===== src/rtl/mem_bus_pkg.sv =====
// Shared definitions for the 128-bit on-chip memory bus: widths, FSM states
// and write-response codes.
package mem_bus_pkg;

  localparam int unsigned ADDR_W = 32;
  localparam int unsigned DATA_W = 128;
  localparam int unsigned STRB_W = DATA_W / 8;

  localparam logic [31:0] WRESP_OKAY = 32'h0;

  typedef enum logic [2:0] {
    IDLE,
    RADDR,
    RDATA,
    WREQ,
    WRESP,
    RESP
  } state_t;

endpackage


===== src/rtl/axi_lite_wr_track.sv =====
// Write-address / write-data handshake tracker: drives both valids and keeps a
// done flag per channel so the two handshakes may complete in any order.
module axi_lite_wr_track (
  input  logic clk,
  input  logic rst,
  input  logic start,
  input  logic awReady,
  input  logic wReady,
  output logic awValid,
  output logic wValid,
  output logic done
);

  logic awDone;
  logic wDone;
  logic awHs;
  logic wHs;

  assign awHs = awValid & awReady;
  assign wHs  = wValid & wReady;
  // Includes this cycle's handshakes so the FSM can leave on the completing edge.
  assign done = (awDone | awHs) & (wDone | wHs);

  always_ff @(posedge clk or posedge rst) begin
    if (rst) begin
      awValid <= 1'b0;
      wValid  <= 1'b0;
      awDone  <= 1'b0;
      wDone   <= 1'b0;
    end else begin
      if (start) begin
        awValid <= 1'b1;
        wValid  <= 1'b1;
      end else begin
        if (awHs) awValid <= 1'b0;
        if (wHs)  wValid  <= 1'b0;
      end
      if (done) begin
        awDone <= 1'b0;
        wDone  <= 1'b0;
      end else begin
        if (awHs) awDone <= 1'b1;
        if (wHs)  wDone  <= 1'b1;
      end
    end
  end

endmodule


===== src/rtl/axi_lite_master.sv =====
// Single-outstanding AXI-Lite initiator bridging a request/response port to the SRAM bus.
// Define AXI_MASTER_ALIGN_CHECK_EN to reject non-16-byte-aligned requests without a bus access.
module axi_lite_master
  import mem_bus_pkg::*;
#(
  parameter int unsigned ADDR_W = mem_bus_pkg::ADDR_W,
  parameter int unsigned DATA_W = mem_bus_pkg::DATA_W
) (
  input  logic                clk,
  input  logic                rst,
  input  logic                req_valid,
  output logic                req_ready,
  input  logic                req_write,
  input  logic [ADDR_W-1:0]   req_addr,
  input  logic [DATA_W-1:0]   req_wdata,
  input  logic [DATA_W/8-1:0] req_strb,
  output logic                rsp_valid,
  input  logic                rsp_ready,
  output logic [DATA_W-1:0]   rsp_rdata,
  output logic                rsp_err,
  output logic [ADDR_W-1:0]   readAddr_addr,
  output logic                readAddr_valid,
  input  logic                readAddr_ready,
  input  logic [DATA_W-1:0]   readData_data,
  input  logic                readData_valid,
  output logic                readData_ready,
  output logic [ADDR_W-1:0]   writeAddr_addr,
  output logic                writeAddr_valid,
  input  logic                writeAddr_ready,
  output logic [DATA_W-1:0]   writeData_data,
  output logic [DATA_W/8-1:0] writeData_strb,
  output logic                writeData_valid,
  input  logic                writeData_ready,
  input  logic [31:0]         writeResp_msg,
  input  logic                writeResp_valid,
  output logic                writeResp_ready
);

  state_t state;
  logic   misaligned;
  logic   wrStart;
  logic   wrDone;

`ifdef AXI_MASTER_ALIGN_CHECK_EN
  assign misaligned = |req_addr[3:0];
`else
  assign misaligned = 1'b0;
`endif

  assign req_ready       = (state == IDLE);
  assign readData_ready  = (state == RDATA);
  assign writeResp_ready = (state == WRESP);
  assign wrStart         = req_ready & req_valid & req_write & ~misaligned;

  axi_lite_wr_track u_wrTrack (
    .clk     (clk),
    .rst     (rst),
    .start   (wrStart),
    .awReady (writeAddr_ready),
    .wReady  (writeData_ready),
    .awValid (writeAddr_valid),
    .wValid  (writeData_valid),
    .done    (wrDone)
  );

  always_ff @(posedge clk or posedge rst) begin
    if (rst) begin
      state          <= IDLE;
      readAddr_addr  <= '0;
      readAddr_valid <= 1'b0;
      writeAddr_addr <= '0;
      writeData_data <= '0;
      writeData_strb <= '0;
      rsp_valid      <= 1'b0;
      rsp_rdata      <= '0;
      rsp_err        <= 1'b0;
    end else begin
      case (state)
        IDLE: begin
          if (req_valid) begin
            if (misaligned) begin
              rsp_valid <= 1'b1;
              rsp_err   <= 1'b1;
              rsp_rdata <= '0;
              state     <= RESP;
            end else if (req_write) begin
              writeAddr_addr <= req_addr;
              writeData_data <= req_wdata;
              writeData_strb <= req_strb;
              state          <= WREQ;
            end else begin
              readAddr_addr  <= req_addr;
              readAddr_valid <= 1'b1;
              state          <= RADDR;
            end
          end
        end
        RADDR: begin
          if (readAddr_ready) begin
            readAddr_valid <= 1'b0;
            state          <= RDATA;
          end
        end
        RDATA: begin
          if (readData_valid) begin
            rsp_rdata <= readData_data;
            rsp_err   <= 1'b0;
            rsp_valid <= 1'b1;
            state     <= RESP;
          end
        end
        WREQ: begin
          if (wrDone) state <= WRESP;
        end
        WRESP: begin
          if (writeResp_valid) begin
            rsp_err   <= (writeResp_msg != WRESP_OKAY);
            rsp_rdata <= '0;
            rsp_valid <= 1'b1;
            state     <= RESP;
          end
        end
        RESP: begin
          if (rsp_ready) begin
            rsp_valid <= 1'b0;
            state     <= IDLE;
          end
        end
        default: state <= IDLE;
      endcase
    end
  end

endmodule


===== config.mk =====
export PLATFORM = sky130hd
export DESIGN_NAME = axi_lite_master
export DESIGN_NICKNAME = d
export VERILOG_FILES = /design/src/rtl/mem_bus_pkg.sv /design/src/rtl/axi_lite_wr_track.sv /design/src/rtl/axi_lite_master.sv
export SDC_FILE = /design/constraint.sdc
export NUM_CORES = 1
export LEC_CHECK = 0
export ABC_AREA = 1
export CORE_AREA = 8 8 264 266
export CTS_CLUSTER_DIAMETER = 40
export DETAILED_ROUTE_END_ITERATION = 12
export DIE_AREA = 0 0 272 274
export HOLD_SLACK_MARGIN = 0.06
export PLACE_DENSITY = 0.53
export REMOVE_ABC_BUFFERS = 1
export SLEW_MARGIN = 15
export SYNTH_ARGS = -nofsm -noshare
export SYNTH_HDL_FRONTEND = slang
export SYNTH_SLANG_ARGS = --single-unit
export TNS_END_PERCENT = 50

===== constraint.sdc =====
create_clock -name clk -period 19.2 [get_ports clk]
set_input_delay 5.76 -clock clk [delete_from_list [all_inputs] [get_ports clk]]
set_output_delay 5.76 -clock clk [all_outputs]
set_load 0.02 [all_outputs]

# ---- After elaboration in Yosys (flattened, before gate mapping)
# Cells that the tools add are included.
dict set report word_totals {
  elab_cells 78
  regBits 346
  output_inout_bits 344
  inputBits 346
}
dict set report op_classes {
  n_eq_ne 12
  muxes 30
  bitwise_logic 8
  reduce_logical 15
}
# cell count
set op_table {}
lappend op_table {{2-to-1 mux 128 bit} 2}
lappend op_table {{case mux 128 bit (2 select lines)} 1}
lappend op_table {{nonzero test 32 bit} 1}
lappend op_table {{2-to-1 mux 3 bit} 6}
lappend op_table {{case mux 3 bit (6 select lines)} 1}
lappend op_table {{2-to-1 mux 1 bit} 16}
lappend op_table {{inequality test 2 bit (second input constant)} 6}
lappend op_table {{nonzero test 2 bit} 6}
lappend op_table {{AND reduction 3 bit} 3}
lappend op_table {{AND reduction 4 bit} 2}
lappend op_table {{equality test 3 x 2 -> 1 bit (second input constant)} 2}
lappend op_table {{equality test 3 bit (second input constant)} 2}
lappend op_table {{AND reduction 6 bit} 1}
lappend op_table {{bitwise AND 1 bit} 5}
lappend op_table {{case mux 1 bit (2 select lines)} 2}
lappend op_table {{equality test 3 x 1 -> 1 bit (second input constant)} 1}
lappend op_table {{logical NOT 3 bit} 1}
lappend op_table {{case mux 1 bit (3 select lines)} 1}
lappend op_table {{nonzero test 3 bit} 1}
lappend op_table {{2-to-1 mux 2 bit} 1}
lappend op_table {{inequality test 2 x 1 -> 1 bit (second input constant)} 1}
lappend op_table {{bitwise OR 1 bit} 2}
lappend op_table {{NOT 1 bit} 1}

# ---- Depth between registers and ports, before layout
# Gate-level depths: netlist of the first run.
dict set report logic_depth {
  depth_word 5
  mapped_depth 11
  ltp_nobuf 8
}

# ---- By module
# Synthesis of the first run repeated with hierarchy kept, for this count alone.
dict set report hier_totals {
  cells_unflattened 1573
  hier_area_um2 13853.3
}
# module cells_per_inst seq_area_each_um2 n_inst area_per_inst_um2
set by_module_without_submodules {}
lappend by_module_without_submodules {axi_lite_master 1551 8558.2 1 13678.1}
lappend by_module_without_submodules {axi_lite_wr_track 22 100.1 1 175.2}

# ---- Least setup slack after synthesis of the first run
# Ideal clock, no wire load.
dict set report synth_timing {
  path_kind {register to output}
  startpoint {register state[1]}
  endpoint {output writeResp_ready}
  n_path_buf 3
  t_arrival_ns 1.183
  path_slack_ns 12.257
  required_time_ns 13.440
  path_stages_with_launch 7
  path_cell_list {dfrtp_1 buf_2 nor2_4 nand2_1 buf_2 buf_2 inv_1}
}
dict set report synth_via {
  elab_chain_len 1
}
# item line
set synth_lines {}
lappend synth_lines {{from (decl)} axi_lite_master.sv:39} ;# state_t state;
lappend synth_lines {{from (signal assigned)} axi_lite_master.sv:68} ;# state <= IDLE;
lappend synth_lines {{from (signal assigned)} axi_lite_master.sv:85} ;# state <= RESP;
lappend synth_lines {{from (signal assigned)} axi_lite_master.sv:90} ;# state <= WREQ;
lappend synth_lines {{equality test 3 bit} axi_lite_master.sv:52} ;# assign writeResp_ready = (state == WRESP);
lappend synth_lines {{to (decl)} axi_lite_master.sv:36} ;# output logic writeResp_ready
# Every way passes these cells.

# ---- Final worst setup path of the first run
dict set report layout_timing {
  startpoint {input writeResp_valid}
  endpoint {register rsp_rdata[75]}
}
dict set report layout_via {
  elab_chain_len 2
}
# item line
set layout_lines {}
lappend layout_lines {{from (decl)} axi_lite_master.sv:35} ;# input logic writeResp_valid,
lappend layout_lines {{inequality test 2 bit (no source line)} --}
lappend layout_lines {{AND reduction 3 bit (no source line)} --}
lappend layout_lines {{to (signal assigned)} axi_lite_master.sv:106} ;# rsp_rdata <= readData_data;
lappend layout_lines {{to (decl)} axi_lite_master.sv:19} ;# output logic [DATA_W-1:0] rsp_rdata,
# Every way passes these cells.
# A chain may end at the register's enable or synchronous reset.

==> impl_metrics.ini, run 1 <==
[outcome]
status = finished clean

[synth]
syn_area_per_cell_um2 = 8.88
ys_types = 21
synth_top_family_by_area = simple AND/OR/NAND/NOR gates
synth_simple_gate_area_frac = 0.235
synth_largest_area_cell = dfrtp_1
yosys.area_share.xor_xnor = 0
synth.area.mux_share = 0
synth.top_cell.area_share = 0.643
ys_seq_area_frac = 0.643
yosys_warnings = 0
synthCells = 1518
synth_area_leaders = dfrtp_1, nand2_1, o21ai_0, o21ai_1, buf_2
mappedNetlistArea_um2 = 13500
synth-seq-cells = 346
synth-adder-area-share = 0
synth_compound_gate_area_share = 0.0752

[setup_path]
r2r_end = rsp_rdata[75]
required_ps = 19630
path_buf_inv = 3
arrival_ps = 8860
path_delay_family = buffers and inverters
cp_max_fo = 118
cp_slowest_cell = buf_4
endpoint_kind = register
critical_path_depth = 6
r2r_setup_slack_ps = 15150
startpoint_type = input port
reg2reg_from = state[1]
worst_r2r_path_depth = 8
worstSetupStartpoint = writeResp_valid
endpoint = rsp_rdata[75]
cp_common_cell = buf_4
max_stage_delay_ps = 850
path_class = in2reg
cp_cell_sequence = clkdlybuf4s50_1, nand3b_1, nand3_4, buf_4, buf_4, o21ai_0

[route]
vias = 12600
drt_pass1_iterations = 7
postRouteAntennaNets = 0
vias_per_cell = 4.01
drc = 0
drtIter0Drc = 713
wire_per_inst_um = 17.9
wirelength_um = 56300

[clock_tree]
clk_latency_ps = 600
cts_resized = 0
htree_levels = 3
clk_pin_slew_ps = 50
cts_buffer_depth = 3
postCtsHoldBufs = 0
cts.sinks = 346
cts_tree = done
root_buffer = clkbuf_16
cts_setup_buffers = 0
cts-buffers-inserted = 76

[final_layout]
final_util = 0.366
final_area_um2 = 23900
syn_to_final_growth_pct = 77.4
mostFrequentLayoutCell = nand2_1
layout.cells.non_filler = 3134
layout_common_cells = nand2_1, clkdlybuf4s50_1, dfrtp_1
n_fill_cell = 6552
nets = 2550
drive_gt1_frac = 0.0641

[sta]
min_period_ps = 8420
period_share = 0.439
rsz0062_at_grt = false
drv_slew = 0
tightest_slew_ps = 1090
holdWs_ps = 465
fmax_ghz = 0.119
setup_viol = 0
slew_headroom = 0.273
layout_setup_ws_ps = 10780
finalHoldViolations = 0
fin_setup_tns_ps = 0
finClkSkew_ps = 19.7

[place]
post-place-ws_ps = 10210
place_inst = 2990
numPortBuffers = 689
dpl_cell_area_um2 = 21100
hpwlAfterDp_um = 41800
place_congestion = 0.801

[global_routing]
grt_max_degree = 158
grt_first_pass_wirelength_um = 83700
grt_pass1_vias = 13100
grt-ovfl-total = 0
grt.total_usage = 0.145
antenna_found_initial = 12

[floorplan]
die_y_um = 274
design.portCount = 690
core_um2 = 65300
row_count = 94
die-width_um = 272
start_util = 0.206
dieArea_um2 = 74500

[pwr]
power.switching_mw = 1.68
switching_share = 0.374
clkPwrFrac = 0.310
leakagePower_nw = 11.2
powerDensity_nw_per_um2 = 188
pwr-share-comb = 0.411
intPower_mw = 2.82
fin_total_pwr_mw = 4.50
pwr-share-seq = 0.280
max-vdd-ir-drop_uv = 86.0

[job]
drv_cap = 0

[hold_path]
hold_path.class = reg2reg
## sequential cells by signal, summed over array words and instances (netlist names)
name / count
u_wrTrack.wDone: 1
rsp_err: 1
state: 3
readAddr_valid: 1
rsp_valid: 1
u_wrTrack.awDone: 1
readAddr_addr: 32
u_wrTrack.wValid: 1
writeAddr_addr: 32
rsp_rdata: 128
writeData_data: 128
writeData_strb: 16
u_wrTrack.awValid: 1
## power groups by stage
stage	Sequential (mW)	Combinational (mW)	Clock, mW
after detailed placement	1.26	1.87	0
after floorplan	1.65	0.493	0
after CTS	1.26	1.88	1.43
after global routing	1.30	2.00	1.47
after global placement	1.25	1.85	0
final	1.26	1.85	1.39
## routing by layer
| layer | vias up | share of wire | track usage |
|---|---|---|---|
| li1 | 6109 | - | - |
| met1 | 5899 | 0.37 | 0.157 |
| met2 | 457 | 0.52 | 0.253 |
| met3 | 108 | 0.078 | 0.0548 |
| met4 | 4 | 0.037 | 0.0618 |
| met5 | - | 0.00039 | 0 |
## Yosys cell counts, drive strengths merged
cell,count
nand3b,1
nand3,8
clkbuf,25
dfrtp,346
nor2,28
a21oi,3
inv,51
nand2,791
o21bai,1
o21ai,198
nand4,2
buf,64
## how the worst min path moves through the flow
stage,start,end,cells past startpoint
6_report,writeData_data[5],writeData_data[5],2
5_1_grt,writeData_strb[8],writeData_strb[8],2
4_1_cts,writeData_data[63],writeData_data[63],2
3_5_place_dp,writeData_data[68],writeData_data[68],2
3_3_place_gp,writeData_data[34],writeData_data[34],2
2_1_floorplan,u_wrTrack.awDone,u_wrTrack.awDone,2
## worst register-to-register path, stage by stage (launching register included)
cell and delay [ps]:
dfrtp_1 510, nor2_4 100, nand2_4 80, buf_4 580, nand2_1 250, nand3_4 470
buf_4 860, buf_4 820, o21ai_0 240
## area by class of cell
cell class              count  area (µm²)  area share
clock inverters            41         704      0.0295
well taps                 864        1080      0.0452
diodes                      8        20.0    0.000837
inverters                  51         204     0.00853
multi-input cells        1032        4200       0.176
repair buffers            697        6970       0.292
clock buffers              95        2060      0.0863
flip-flops and latches    346        8660       0.362
## cell families after synthesis
family          after synthesis
buf+inv                     140
compound gates              202
simple gates                830
flops                       346
(Power assumes the default switching activity.)
==> inputs of run 2 (changes only) <==
CORE_AREA = 8 8 262 264   (was 8 8 264 266)
DIE_AREA = 0 0 270 272   (was 0 0 272 274)
PLACE_DENSITY = 0.55   (was 0.53)
clock period = 7.66 ns   (was 19.2 ns; I/O delays follow)
==> run 2 against run 1 <==
Net effect: wire length shrank 3.5%; die area shrank 1.5%; clock-buffer cell count grew 9; register-to-register slack lost 10000 ps; highest routed layer unchanged; critical path depth shrank 1; via count is essentially flat; design area shrank 0.60%; sequential share of layout area grew 0.22 points; worst hold slack is essentially flat; largest cell class unchanged; critical path type is now reg2out; sequential cell count is the same; global-route usage shrank 0.33 points.
==> impl_metrics.ini, run 2 (synthesis results as in run 1) <==
[floorplan]
design.portCount = 690
core_um2 = 64800
start_util = 0.208
die_y_um = 272
dieArea_um2 = 73400
row_count = 94
die-width_um = 270

[route]
drc = 0
vias_per_cell = 4.02
wirelength_um = 54300
drt_pass1_iterations = 4
postRouteAntennaNets = 0
wire_per_inst_um = 17.3
vias = 12600
drtIter0Drc = 792

[pwr]
max-vdd-ir-drop_uv = 217
powerDensity_nw_per_um2 = 464
fin_total_pwr_mw = 11.0
leakagePower_nw = 11.2

[place]
hpwlAfterDp_um = 39600
numPortBuffers = 689
place_inst = 2990
place_congestion = 0.829
dpl_cell_area_um2 = 21100

[clock_tree]
root_buffer = clkbuf_16
postCtsHoldBufs = 0
cts_buffer_depth = 3
cts.sinks = 346
cts_tree = done
cts-buffers-inserted = 74
clk_pin_slew_ps = 50
cts_resized = 0
htree_levels = 3
clk_latency_ps = 590
cts_setup_buffers = 0

[global_routing]
grt.total_usage = 0.142
grt_max_degree = 258
grt-ovfl-total = 0
grt_pass1_vias = 13100
antenna_found_initial = 10
grt_first_pass_wirelength_um = 81700

[job]
drv_cap = 0

[final_layout]
nets = 2548
final_util = 0.367
final_area_um2 = 23800
largestRegisters = rsp_rdata (128), writeData_data (128)
syn_to_final_growth_pct = 76.3
mostFrequentLayoutCell = nand2_1
layout_common_cells = nand2_1, clkdlybuf4s50_1, dfrtp_1
drive_gt1_frac = 0.0616
layout.cells.non_filler = 3130

[outcome]
status = finished clean

[setup_path]
worst_r2r_path_depth = 7
startpoint_type = register
required_ps = 5360
arrival_ps = 2520
reg2reg_from = state[1]
r2r_setup_slack_ps = 4990
r2r_end = rsp_rdata[55]
cp_max_fo = 53
endpoint_kind = output port
path_class = reg2out

[hold_path]
min_from = writeData_data[106]
holdPathEnd = writeData_data[106]
whs_path_depth = 2
hold_path.class = reg2reg

[sta]
drv_slew = 0
period_share = 0.629
fmax_ghz = 0.207
holdWs_ps = 464
slew_headroom = 0.264
tightest_slew_ps = 1100
finClkSkew_ps = 20.4
min_period_ps = 4820
finalHoldViolations = 0
setup_viol = 0
rsz0062_at_grt = false
[run 2: cell types whose count changed in the layout (fill, tap and decap cells not counted), sizes merged]
| cell | previous run | this run |
|---|---|---|
| bufinv | 14 | 8 |
| clkbuf | 95 | 104 |
| clkinv | 19 | 12 |
| clkinvlp | 4 | 2 |
| inv | 55 | 57 |
[run 2: metal layers]
layer	up-vias	global-route usage	routed length [µm]
li1	6125	-	-
met4	4	0.0643	1840
met3	100	0.0532	4510
met5	-	0	22
met2	480	0.247	27700
met1	5865	0.153	20200
[run 2: how the worst max path moves through the flow]
stage                          from  cells past startpoint            endpoint
after floorplan                 rst                      1    readAddr_addr[0]
after global placement    req_valid                      6  writeData_data[11]
after detailed placement  req_valid                      5   readAddr_addr[29]
after CTS                  state[1]                      5     writeResp_ready
after global routing       state[1]                      5     writeResp_ready
final                      state[1]                      5     writeResp_ready
[run 2: final cells by class]
class                   instances  area, µm²
clock buffers                 104       2180
fillers                      6518      41000
multi-input cells            1032       4200
clock inverters                28        413
repair buffers                697       7010
well taps                     864       1080
inverters                      51        204
diodes                          8       20.0
flip-flops and latches        346       8660
[run 2: stage by stage]
stage	setup WS [ps]	TNS (ps)
2_1_floorplan	-4230	-1464070
3_3_place_gp	3350	0
3_5_place_dp	3310	0
4_1_cts	2780	0
5_1_grt	2670	0
6_report	2840	0
[run 2: power breakdown]
part | internal (mW) | total, mW | switching (mW) | leakage (nW)
combinational | 1.99 | 4.60 | 2.61 | 5.56
sequential | 2.68 | 3.15 | 0.467 | 4.34
clock | 2.25 | 3.29 | 1.04 | 1.27
total | 6.92 | 11.0 | 4.12 | 11.2
[run 2: worst max-delay path: stages, from the launching register on]
cell and delay [ps]:
dfrtp_1 510, nor2_4 90, nand2_4 60, buf_4 460
inv_1 200, clkdlybuf4s50_1 590
